<file path="src/rtl/conv_adder_sched.sv">
// conv_adder_sched: job scheduler and credit controller for the 16-lane conv 2-D adder bank
// Ports:
//   clk, rst                        clock, synchronous active-high reset
//   start, cfg_num_pixels/groups    job start (accepted in IDLE) and job size
//   in_avail                        upstream products present for the current pixel
//   wgt_req, wgt_group, wgt_ack     weight reload handshake, one per group
//   adder_valid_in, adder_valid_out issue pulse to / result strobe from the adder bank
//   buf_wr_en, buf_rd_en            external result FIFO write / read strobes
//   out_valid, out_ready            head result handshake with the consumer
//   out_group, out_pixel            {group, pixel} tag of the head result
//   busy, done, err                 status: not idle, completion pulse, sticky error
// Optional feature: define CONV_SCHED_TIMEOUT_EN to add the result watchdog.
module conv_adder_sched #(
    parameter int DEPTH       = 8,
    parameter int PIX_W       = 16,
    parameter int GRP_W       = 4,
    parameter int TIMEOUT_CYC = 64
) (
    input  logic             clk,
    input  logic             rst,
    input  logic             start,
    input  logic [PIX_W-1:0] cfg_num_pixels,
    input  logic [GRP_W-1:0] cfg_num_groups,
    input  logic             in_avail,
    output logic             wgt_req,
    output logic [GRP_W-1:0] wgt_group,
    input  logic             wgt_ack,
    output logic             adder_valid_in,
    input  logic             adder_valid_out,
    output logic             buf_wr_en,
    output logic             out_valid,
    input  logic             out_ready,
    output logic             buf_rd_en,
    output logic [GRP_W-1:0] out_group,
    output logic [PIX_W-1:0] out_pixel,
    output logic             busy,
    output logic             done,
    output logic             err
);
    localparam int AW = $clog2(DEPTH);
    localparam logic [AW:0] FULL = (AW+1)'(DEPTH);
    typedef enum logic [2:0] {IDLE, WLOAD, RUN, DRAIN, DONE} state_t;
    state_t state, state_n;
    logic [PIX_W-1:0] num_pix, pix;
    logic [GRP_W-1:0] num_grp, grp;
    logic [AW:0] occ, res;
    logic [AW-1:0] wp, rp;
    logic [GRP_W+PIX_W-1:0] tags [DEPTH];
    logic start_acc, issue, last_pix, last_grp, spur, tmo;
    assign start_acc = state == IDLE && start;
    assign issue = state == RUN && in_avail && occ < FULL;
    assign last_pix = pix == num_pix - 1'b1;
    assign last_grp = grp == num_grp - 1'b1;
    // occ == res means nothing is in the bank pipeline, so a result strobe is unexpected
    assign spur = adder_valid_out && occ == res && !rst;
    assign wgt_req = state == WLOAD;
    assign wgt_group = grp;
    assign adder_valid_in = issue;
    assign buf_wr_en = adder_valid_out && occ != res && !rst;
    assign out_valid = res != 0;
    assign buf_rd_en = out_valid && out_ready && !rst;
    // tag FIFO holds exactly occ entries; mask stale contents when empty
    assign {out_group, out_pixel} = occ != 0 ? tags[rp] : '0;
    assign busy = state != IDLE;
    assign done = state == DONE;
`ifdef CONV_SCHED_TIMEOUT_EN
    localparam int WW = $clog2(TIMEOUT_CYC) + 1;
    logic [WW-1:0] wd;
    assign tmo = occ != res && !adder_valid_out && wd == WW'(TIMEOUT_CYC - 1);
    always_ff @(posedge clk) begin
        if (rst || adder_valid_out || occ == res || tmo) wd <= '0;
        else wd <= wd + 1'b1;
    end
`else
    assign tmo = 1'b0 && TIMEOUT_CYC > 0;
`endif
    always_comb begin
        state_n = state;
        unique case (state)
            IDLE:  state_n = start ? (cfg_num_pixels == 0 || cfg_num_groups == 0 ? DONE : WLOAD) : IDLE;
            WLOAD: state_n = wgt_ack ? RUN : WLOAD;
            RUN:   state_n = issue && last_pix ? (last_grp ? DRAIN : WLOAD) : RUN;
            DRAIN: state_n = occ == 0 ? DONE : DRAIN;
            DONE:  state_n = IDLE;
            default: state_n = IDLE;
        endcase
        if (tmo) state_n = DONE;
    end
    always_ff @(posedge clk) begin
        if (issue) tags[wp] <= {grp, pix};
    end
    always_ff @(posedge clk) begin
        if (rst) begin
            state   <= IDLE;
            num_pix <= '0;
            num_grp <= '0;
            pix     <= '0;
            grp     <= '0;
            occ     <= '0;
            res     <= '0;
            wp      <= '0;
            rp      <= '0;
            err     <= 1'b0;
        end else begin
            state <= state_n;
            if (start_acc) begin
                num_pix <= cfg_num_pixels;
                num_grp <= cfg_num_groups;
                pix     <= '0;
                grp     <= '0;
            end else if (issue) begin
                pix <= last_pix ? '0 : pix + 1'b1;
                grp <= last_pix ? grp + 1'b1 : grp;
            end
            err <= spur || tmo || (err && !start_acc);
            if (tmo) begin
                occ <= '0;
                res <= '0;
                wp  <= '0;
                rp  <= '0;
            end else begin
                occ <= occ + (AW+1)'(issue) - (AW+1)'(buf_rd_en);
                res <= res + (AW+1)'(buf_wr_en) - (AW+1)'(buf_rd_en);
                wp  <= wp + AW'(issue);
                rp  <= rp + AW'(buf_rd_en);
            end
        end
    end
endmodule

</file>
<file path="config.mk">
export PLATFORM = sky130hd
export DESIGN_NAME = conv_adder_sched
export DESIGN_NICKNAME = d
export VERILOG_FILES = /design/src/rtl/conv_adder_sched.sv
export SDC_FILE = /design/constraint.sdc
export NUM_CORES = 1
export LEC_CHECK = 0
export CORE_ASPECT_RATIO = 0.8
export CORE_MARGIN = 2
export CORE_UTILIZATION = 30
export DETAILED_ROUTE_END_ITERATION = 7
export GPL_TIMING_DRIVEN = 0
export PLACE_DENSITY_LB_ADDON = 0.25
export SETUP_SLACK_MARGIN = 0.5
export SYNTH_ARGS = -nofsm -noshare
export SYNTH_HDL_FRONTEND = slang
export SYNTH_SLANG_ARGS = --single-unit
</file>
<file path="constraint.sdc">
create_clock -name clk -period 8.1 [get_ports clk]
set_input_delay 0.81 -clock clk [delete_from_list [all_inputs] [get_ports clk]]
set_output_delay 0.81 -clock clk [all_outputs]
set_load 0.005 [all_outputs]
</file>
Yosys cells after proc, flatten, opt, wreduce, memory -nomap -nowiden
Memory sizes are Yosys's and may differ from the RTL's. A register that Yosys moved wholly into a read port is not among the register bits.
Index checks and enable logic that the tools add are counted.
Widths: inputs -> output; s select.
{"block": "op_classes", "n_addsub": 10, "n_mul": 0, "div_mod_pow": 0, "n_lt_le_gt_ge": 1, "n_eq_ne": 8, "shifts": 0, "muxes": 12, "bitwise": 0, "reduce_logical": 24}
{"cell": "$mux 20", "count": 1}
{"cell": "$add 16x1->16 const B", "count": 1}
{"cell": "$eq 16x16->1", "count": 1}
{"cell": "$logic_not 16->1", "count": 1}
{"cell": "$mux 16", "count": 1}
{"cell": "$sub 16x1->16 const B", "count": 1}
{"cell": "$mux 3", "count": 4}
{"cell": "$pmux 3 s4", "count": 1}
{"cell": "$logic_and 1x1->1", "count": 11}
{"cell": "$add 4x1->4", "count": 2}
{"cell": "$eq 4x4->1", "count": 2}
{"cell": "$logic_not 4->1", "count": 2}
{"cell": "$reduce_bool 4->1", "count": 2}
{"cell": "$sub 4x1->4", "count": 2}
{"cell": "$add 3x1->3", "count": 2}
{"cell": "$eq 3x2->1 const B", "count": 2}
{"cell": "$mux 2", "count": 3}
{"cell": "$add 4x1->4 const B", "count": 1}
{"cell": "$lt 4x4->1 const B", "count": 1}
{"cell": "$ne 4x4->1", "count": 1}
{"cell": "$sub 4x1->4 const B", "count": 1}
{"cell": "$eq 3x1->1 const B", "count": 1}
{"cell": "$eq 3x3->1 const B", "count": 1}
{"cell": "$logic_not 3->1", "count": 1}
{"cell": "6 further kinds", "count": 9}
{"block": "word_totals", "ff_bits": 58, "latchBits": 0, "ramBits": 160, "mem_bits_ro": 0, "out_inout_bits": 32, "word_cells": 66, "n_memories": 1}
{"memory": "tags", "depth": 8, "word_bits": 20, "rd": 1, "rd_clocked_by_memory_dff": 1, "write_ports": 1, "line_no": "48", "source": "logic [GRP_W+PIX_W-1:0] tags [DEPTH];"}

Logic depth before layout (Yosys ltp)
Gate-level depths: netlist (run 1).
{"block": "depth", "depth_word": 6, "ltp_mapped": 11, "mapped_depth_nobuf": 11}

Worst setup path before layout (run 1)
Ideal clock, no wire load.
{"block": "synth_timing", "path_type": "reg2reg", "startpoint": "register state[1]", "endpoint": "memory tags[2][0] in the netlist's numbering (enable)", "setup_ns": 0.455, "t_arrival_ns": 3.156, "t_required_ns": 7.645, "path_slack_ns": 4.489, "stages_incl_launch_ff": 5, "n_path_buf": 1, "period_less_slack_ns": 3.611, "path_cell_list": "dfxtp_1 clkbuf_1 nor4b_1 nand2_1 nor4b_1"}
{"block": "synth_via", "elab_chain_cells": 5}
{"item": "start: declaration", "line_no": "43", "source": "state_t state, state_n;"}
{"item": "start signal: assignment", "line_no": "105", "source": "state <= state_n;"}
{"item": "$eq 3x2->1", "line_no": "51", "source": "assign issue = state == RUN && in_avail && occ < FULL;"}
{"item": "$logic_and 1x1->1 (2 in series)", "line_no": "51"}
{"item": "$mux 1", "line_no": "90", "source": "if (issue) tags[wp] <= {grp, pix};"}
{"item": "$mux 1 (not written as such)", "line_no": "90"}
{"item": "end: declaration", "line_no": "48"}
No other way between the ends.

==> results.txt, run 1 <==
----------------------------------------------------
[CTS]
  Maximum root-to-sink buffer count ... 3
  Clock latency on the worst-skew pair ... 540 ps
  Cts repair resizes ... 0
  Clk pin slew, worst setup/hold paths ... 60 ps
  Buffers inserted during post-CTS setup optimization ... 0
  Post-CTS Hold Fix Bufs ... 0
  TritonCTS Sinks ... 218
  TritonCTS clock tree ... done
  H-tree levels ... 1
  Clock buffers created by TritonCTS ... 25
  Cell chosen for the clock root ... sky130_fd_sc_hd__clkbuf_16

[STA]
  Tightest slew margin relative to the limit ... 31.8%
  Number of pins with negative max-slew slack in the final report ... 0
  Hold Worst Slack ... 472 ps
  Final worst-path cycle share ... 50.3%
  Final hold viol count ... 0
  Highest Clock Rate ... 246 MHz
  Min Tclk post-route ... 4070 ps
  Actual transition at the worst max-transition pin ... 1020 ps
  Number of setup violations in the final report ... 0
  Worst clock skew ... 17.2 ps
  Smallest setup slack after layout ... 4030 ps
  RSZ-0062 raised after global routing ... false
  Post-Route Setup TNS ... 0 ps

[Run status]
  Status ... finished, final reports clean

[Place]
  Dpl ws ... 4180 ps
  IO buf count ... 57
  Post-DP HPWL ... 15.0 mm
  Routability congestion estimate ... 0.754
  Placed Area ... 10700 sq um

[Critical path]
  Worst Setup Path Type ... reg -> out
  Maximum fanout along the worst path ... 10
  Kind of capture point of the worst setup path ... primary output
  Required time reported for the critical path endpoint ... 7290 ps
  Arrival time worst endpoint ... 3260 ps
  Slowest cell on the critical path ... sky130_fd_sc_hd__buf_1
  CP cell instances ... clkbuf_1, buf_1, mux4_2, mux2i_1, nor2_1, clkdlybuf4s50_1
  Flop2flop setup slack ... 4660 ps
  Number of buffers and inverters on the critical path ... 3
  Depth of the worst register-to-register path ... 8
  Setup crit start kind ... register
  Crit-path max cell delay ... 790 ps
  Worst flop-to-flop path endpoint ... tags[6][15]
  R2r startpoint ... state[1]
  Category of cells accounting for the largest share of critical-path delay ... buffers and inverters

[Cells and area]
  Synth-to-Final Area Change ... 22.4%
  # nets final ... 816
  Sequential cell area ... 5970 sq um
  # diodes ... 0
  Fin util ... 37.0%
  Area used by multi-input combinational logic ... 3260 sq um
  Share of cells above drive strength 1 ... 14.3%
  Filler cell count ... 2987
  Most common cell after layout, fill and taps aside ... sky130_fd_sc_hd__edfxtp_1
  Final Cell Area ... 11500 sq um
  Most frequent cells in the layout ... sky130_fd_sc_hd__edfxtp_1, sky130_fd_sc_hd__nand2_1, sky130_fd_sc_hd__dfxtp_1

[Flow run]
  Reported max-cap violation count ... 0

[Power and ir drop]
  VDD IR max ... 0.000140 V
  Leakage power figure ... 3.60 nW
  Cell-internal power ... 0.00218 W
  Power per Cell Area ... 255 nW/um^2
  Combinational group share of total power ... 20.8%
  Flop pwr share ... 42.3%
  Switching power as a share of total power ... 26.0%
  Power share of the clock group ... 36.9%
  Power spent charging and discharging nets ... 0.000766 W

[Yosys]
  Synthesized area divided by synthesized cell count ... 14.1 sq um
  Post-Syn Area ... 9420 sq um
  Share of the yosys chip area belonging to registers ... 63.3%
  Dominant cell type by area after synthesis ... sky130_fd_sc_hd__edfxtp_1
  Top-area cell type share of the netlist area ... 51.0%
  Net count after synthesis ... 714
  Proportion of synthesized flip-flops having asynchronous set or reset ... 0%
  Most instantiated flip-flop cell in the synthesis netlist ... sky130_fd_sc_hd__edfxtp_1
  Dominant cells by area after synthesis ... sky130_fd_sc_hd__edfxtp_1, sky130_fd_sc_hd__dfxtp_1, sky130_fd_sc_hd__mux4_2
  Cell count after synthesis ... 667
  Synth cell types ... 55
  Synth Warn # ... 0
  Flip-flop and latch count after synthesis ... 218
  Number of synthesized flops with an enable pin ... 160

[Detailed routing]
  Wire length per cell ... 17.8 um
  Via density per instance ... 4.62
  Post-Route WL ... 21.5 mm
  Residual DRC ... 0
  Antenna-violating nets left ... 0
  Total number of vias ... 5584
  Detailed Route Iter0 Violations ... 374
  First-pass iteration count of the detailed router ... 4

[GRT]
  Maximum number of pins on one net before global-route repair ... 15
  Vias in the first global route ... 5640
  Overall global routing resource usage ... 13.3%
  Antenna violations before repair ... 0
  Global-route wire length before repair ... 33.4 mm
  Overflow left after global routing ... 0

[Floorplanning]
  Overall die area ... 32900 sq um
  Number of top-level design ports ... 59
  Core outline area ... 31200 sq um
  Starting Density ... 30.2%
  Total number of placement rows ... 58
  Die Width ... 202 um
  Die height ... 163 um

[Hold path]
  Worst hold endpoint ... num_grp[3]
  Path class of the lowest-slack min-delay path ... reg -> reg
  Number of instances on the worst hold path ... 2
  Worst hold start ... num_grp[3]

----------------------------------------------------
==> flip-flops by register name (all words and copies together) (netlist names) <==
name       cells
tags         160
err            1
num_grp        4
state          3
wgt_group      4
pix           16
wp             3
rp             3
res            4
num_pix       16
occ            4
==> worst max path at each step <==
stage,from,end,slack (ps),cells after the start
finish,rp[0],out_group[3],4030,6
global placement,in_avail,tags[1][2],1710,3
CTS,rp[0],out_pixel[12],3930,6
global route,rp[0],out_pixel[12],3760,6
detailed placement,in_avail,tags[6][0],4180,7
floorplan,state[1],tags[2][0],4490,4
==> kinds of logic after synthesis <==
family	share of synthesized area, %
DFF	63.3
and+or+nand+nor	10.9
muxes	12.2
buffers and inverters	2.51
AOI/OAI and AO/OA	3.65
xor gates and xnor gates	4.61
adders and majority gates	2.82
==> through the flow <==
step	std cells	total power [W]
global route	1208	0.00309
global placement	1144	0.00189
detailed placement	1162	0.00189
floorplan	667	0.00161
CTS	1208	0.00299
finish	1208	0.00294
==> worst register-to-register path, delay by kind of cell (launching register included) <==
| family | cells | cell delay [ps] |
|---|---|---|
| flops | 1 | 310 |
| simple gates | 4 | 1530 |
| buf+inv | 4 | 1310 |
==> power groups by stage <==
stage / Combinational [W] / Sequential, W / Clock, W
6_report: 0.000612 / 0.00124 / 0.00109
2_1_floorplan: 0.000353 / 0.00126 / 0
5_1_grt: 0.000682 / 0.00125 / 0.00116
3_5_place_dp: 0.000626 / 0.00127 / 0
3_3_place_gp: 0.000619 / 0.00127 / 0
4_1_cts: 0.000628 / 0.00124 / 0.00111
==> layer usage <==
layer	part of all wire, %	GRT usage [%]	routed length (um)	vias up
li1	-	-	-	2725
met2	44	20.2	9410	112
met5	0	0	0	-
met3	5.4	2.46	1170	30
met1	49	19.6	10500	2717
met4	1.6	3.19	352	0
==> synth_stat cells (3+ instances only) <==
library cell and number:
sky130_fd_sc_hd__edfxtp_1 160, sky130_fd_sc_hd__nor3b_1 7, sky130_fd_sc_hd__nor4_1 15, sky130_fd_sc_hd__buf_2 3
sky130_fd_sc_hd__nand4_1 8, sky130_fd_sc_hd__mux2i_1 25, sky130_fd_sc_hd__nor3_1 25, sky130_fd_sc_hd__and3b_1 3
sky130_fd_sc_hd__o31a_1 3, sky130_fd_sc_hd__and3_1 3, sky130_fd_sc_hd__a21oi_1 23, sky130_fd_sc_hd__or3_1 5
sky130_fd_sc_hd__mux4_2 40, sky130_fd_sc_hd__inv_1 23, sky130_fd_sc_hd__nand2b_1 4, sky130_fd_sc_hd__nor2b_1 9
sky130_fd_sc_hd__nor4b_1 3, sky130_fd_sc_hd__ha_1 18, sky130_fd_sc_hd__xnor2_1 27, sky130_fd_sc_hd__nand3_1 8
sky130_fd_sc_hd__xor2_1 20, sky130_fd_sc_hd__o211ai_1 3, sky130_fd_sc_hd__buf_1 6, sky130_fd_sc_hd__nand2_1 58
sky130_fd_sc_hd__dfxtp_1 58, sky130_fd_sc_hd__nor2_1 43, sky130_fd_sc_hd__clkbuf_1 28, sky130_fd_sc_hd__a21o_1 3
==> layout make-up <==
class	count	share of cell area, %
timing repair buffer	75	6.51
sequential	218	51.7
clock inverter	16	1.23
tap	420	4.56
clock buffer	30	5.67
inverter	23	0.748
multi-input combinational	388	28.3
buffer	38	1.30
Note: power is estimated with default switching activity, not from simulation.
==> inputs of run 2 (changes only) <==
==> constraint.sdc (replaced) <==
create_clock -name clk -period 3.75 [get_ports clk]
set_input_delay 0.375 -clock clk [delete_from_list [all_inputs] [get_ports clk]]
set_output_delay 0.375 -clock clk [all_outputs]
set_load 0.005 [all_outputs]
==> results.txt, run 2 (same netlist as run 1, synthesis figures left out) <==
----------------------------------------------------
[Run status]
  Status ... finished, final reports clean

[CTS]
  TritonCTS Sinks ... 218
  Clk pin slew, worst setup/hold paths ... 60 ps
  H-tree levels ... 1
  Cell chosen for the clock root ... sky130_fd_sc_hd__clkbuf_16
  Clock latency on the worst-skew pair ... 520 ps
  Clock buffers created by TritonCTS ... 23
  Maximum root-to-sink buffer count ... 3
  TritonCTS clock tree ... done

[Power and ir drop]
  VDD IR max ... 0.000307 V
  Flop pwr share ... 43.5%
  Total power ... 0.00618 W
  Switching power as a share of total power ... 26.6%
  Combinational group share of total power ... 21.5%
  Cell-internal power ... 0.00453 W
  Power spent charging and discharging nets ... 0.00164 W
  Power per Cell Area ... 537 nW/um^2
  Power share of the clock group ... 35.0%
  Leakage power figure ... 3.58 nW

[Critical path]
  Worst Setup Path Type ... reg -> out
  R2r startpoint ... state[1]
  Required time reported for the critical path endpoint ... 3380 ps
  Depth of the worst register-to-register path ... 8
  Maximum fanout along the worst path ... 10
  Launch point of the critical path ... rp[0]
  Arrival time worst endpoint ... 2750 ps
  Setup crit start kind ... register
  Kind of capture point of the worst setup path ... primary output

[Cells and area]
  Number of standard cells in the final layout excluding fillers ... 1203
  Synth-to-Final Area Change ... 21.9%
  # nets final ... 813
  Sequential cell area ... 5970 sq um
  Largest register by flop count ... tags
  Most frequent cells in the layout ... sky130_fd_sc_hd__edfxtp_1, sky130_fd_sc_hd__dfxtp_1, sky130_fd_sc_hd__nand2_1, sky130_fd_sc_hd__clkdlybuf4s50_1, sky130_fd_sc_hd__nor2_1
  Filler cell count ... 3002
  Largest register FFs ... 160
  # diodes ... 0
  Largest registers ... tags (160), num_pix (16), pix (16)
  Most common cell after layout, fill and taps aside ... sky130_fd_sc_hd__edfxtp_1
  Share of cells above drive strength 1 ... 15.2%
  Area used by multi-input combinational logic ... 3270 sq um

[STA]
  Number of setup violations in the final report ... 0
  Final worst-path cycle share ... 83.4%
  Actual transition at the worst max-transition pin ... 998 ps
  Highest Clock Rate ... 320 MHz
  Tightest slew margin relative to the limit ... 33.4%
  Hold Worst Slack ... 378 ps
  Final hold viol count ... 0
  RSZ-0062 raised after global routing ... true
  Number of pins with negative max-slew slack in the final report ... 0
  Worst clock skew ... 16.1 ps
  Min Tclk post-route ... 3130 ps

[GRT]
  Antenna violations before repair ... 0
  Met2 track demand over resource in global routing ... 20.7%
  Global-route wire length before repair ... 33.1 mm
  Overall global routing resource usage ... 13.1%
  Overflow left after global routing ... 0
  GR peak layer ... met2
  Vias in the first global route ... 5618
  GR Util met1 ... 19.2%
  Maximum number of pins on one net before global-route repair ... 15
  Met3 Resource Use GR ... 1.90%

[Hold path]
  Number of instances on the worst hold path ... 3
  Path class of the lowest-slack min-delay path ... in -> reg
  Worst hold start ... rst

[Place]
  Total instance count after detailed placement ... 1161
  IO buf count ... 57
  Routability congestion estimate ... 0.740
  Post-DP HPWL ... 15.1 mm

[Detailed routing]
  Total number of vias ... 5624
  Residual DRC ... 0
  Wire length per cell ... 17.7 um
  Post-Route WL ... 21.3 mm
  Via density per instance ... 4.67
  First-pass iteration count of the detailed router ... 4
  Antenna-violating nets left ... 0
  Detailed Route Iter0 Violations ... 411

[Floorplanning]
  Core outline area ... 31200 sq um
  Overall die area ... 32900 sq um
  Die Width ... 202 um
  Die height ... 163 um
  Starting Density ... 30.2%
  Number of top-level design ports ... 59
  Total number of placement rows ... 58

[Flow run]
  Reported max-cap violation count ... 0

----------------------------------------------------
## run 2: changes by cell type in the layout (fill, tap and decap cells not counted), sizes merged
cell      change
clkbuf        -2
inv           +1
clkinvlp      +2
bufinv        -1
buf           -5
## run 2: repair_timing
item / 4_1_cts / 5_1_grt
cloned: 0 / 0
hold buffers: 0 / 0
buffers inserted: 0 / 0
endpoints found under the setup margin: 84 / 39
resized for setup: 18 / 11
## run 2: power groups by stage
stage	clock [W]	sequential, W	combinational, W
after floorplan	0	0.00272	0.000763
after global placement	0	0.00274	0.00133
after detailed placement	0	0.00274	0.00135
after CTS	0.00221	0.00269	0.00136
after global routing	0.00230	0.00270	0.00149
final	0.00216	0.00268	0.00133
## run 2: worst paths after layout
check                  end  slack, ps
min reg2reg     num_grp[3]        470
max reg2reg     tags[7][9]        830
min           wgt_group[0]        380
max          out_pixel[12]        620
## run 2: final cells by class
cell class	instances	area share [%]
multi-input cells	388	28.5
plain buffers	38	1.48
clock buffers	24	5.04
repair buffers	74	6.53
clock inverters	18	1.22
flip-flops and latches	218	51.9
inverters	23	0.751
well taps	420	4.57
## run 2: stage by stage
stage,instance area [sq um],setup TNS (ps),setup WS (ps),utilization (%)
floorplan,9430,0,147,-
global placement,10500,-229670,-2220,33.7
detailed placement,10700,0,214,34.4
CTS,11500,0,498,36.8
global route,11500,0,430,36.8
finish,11500,0,622,36.8
## run 2: worst max-delay path, cell delays in order, from the launching register on
cell and delay (ps):
sky130_fd_sc_hd__dfxtp_1 340, sky130_fd_sc_hd__clkbuf_1 180, sky130_fd_sc_hd__clkbuf_4 350, sky130_fd_sc_hd__mux4_2 540, sky130_fd_sc_hd__mux2i_1 300, sky130_fd_sc_hd__nor2_1 70
sky130_fd_sc_hd__clkdlybuf4s50_1 460
## run 2: per-layer routing
layer | up-vias | part of all wire [%] | wire, um
met4 | 0 | 1.6 | 349
met2 | 114 | 44 | 9400
met1 | 2767 | 50 | 10800
met3 | 23 | 3.9 | 841
li1 | 2720 | - | -
met5 | - | 0 | 0
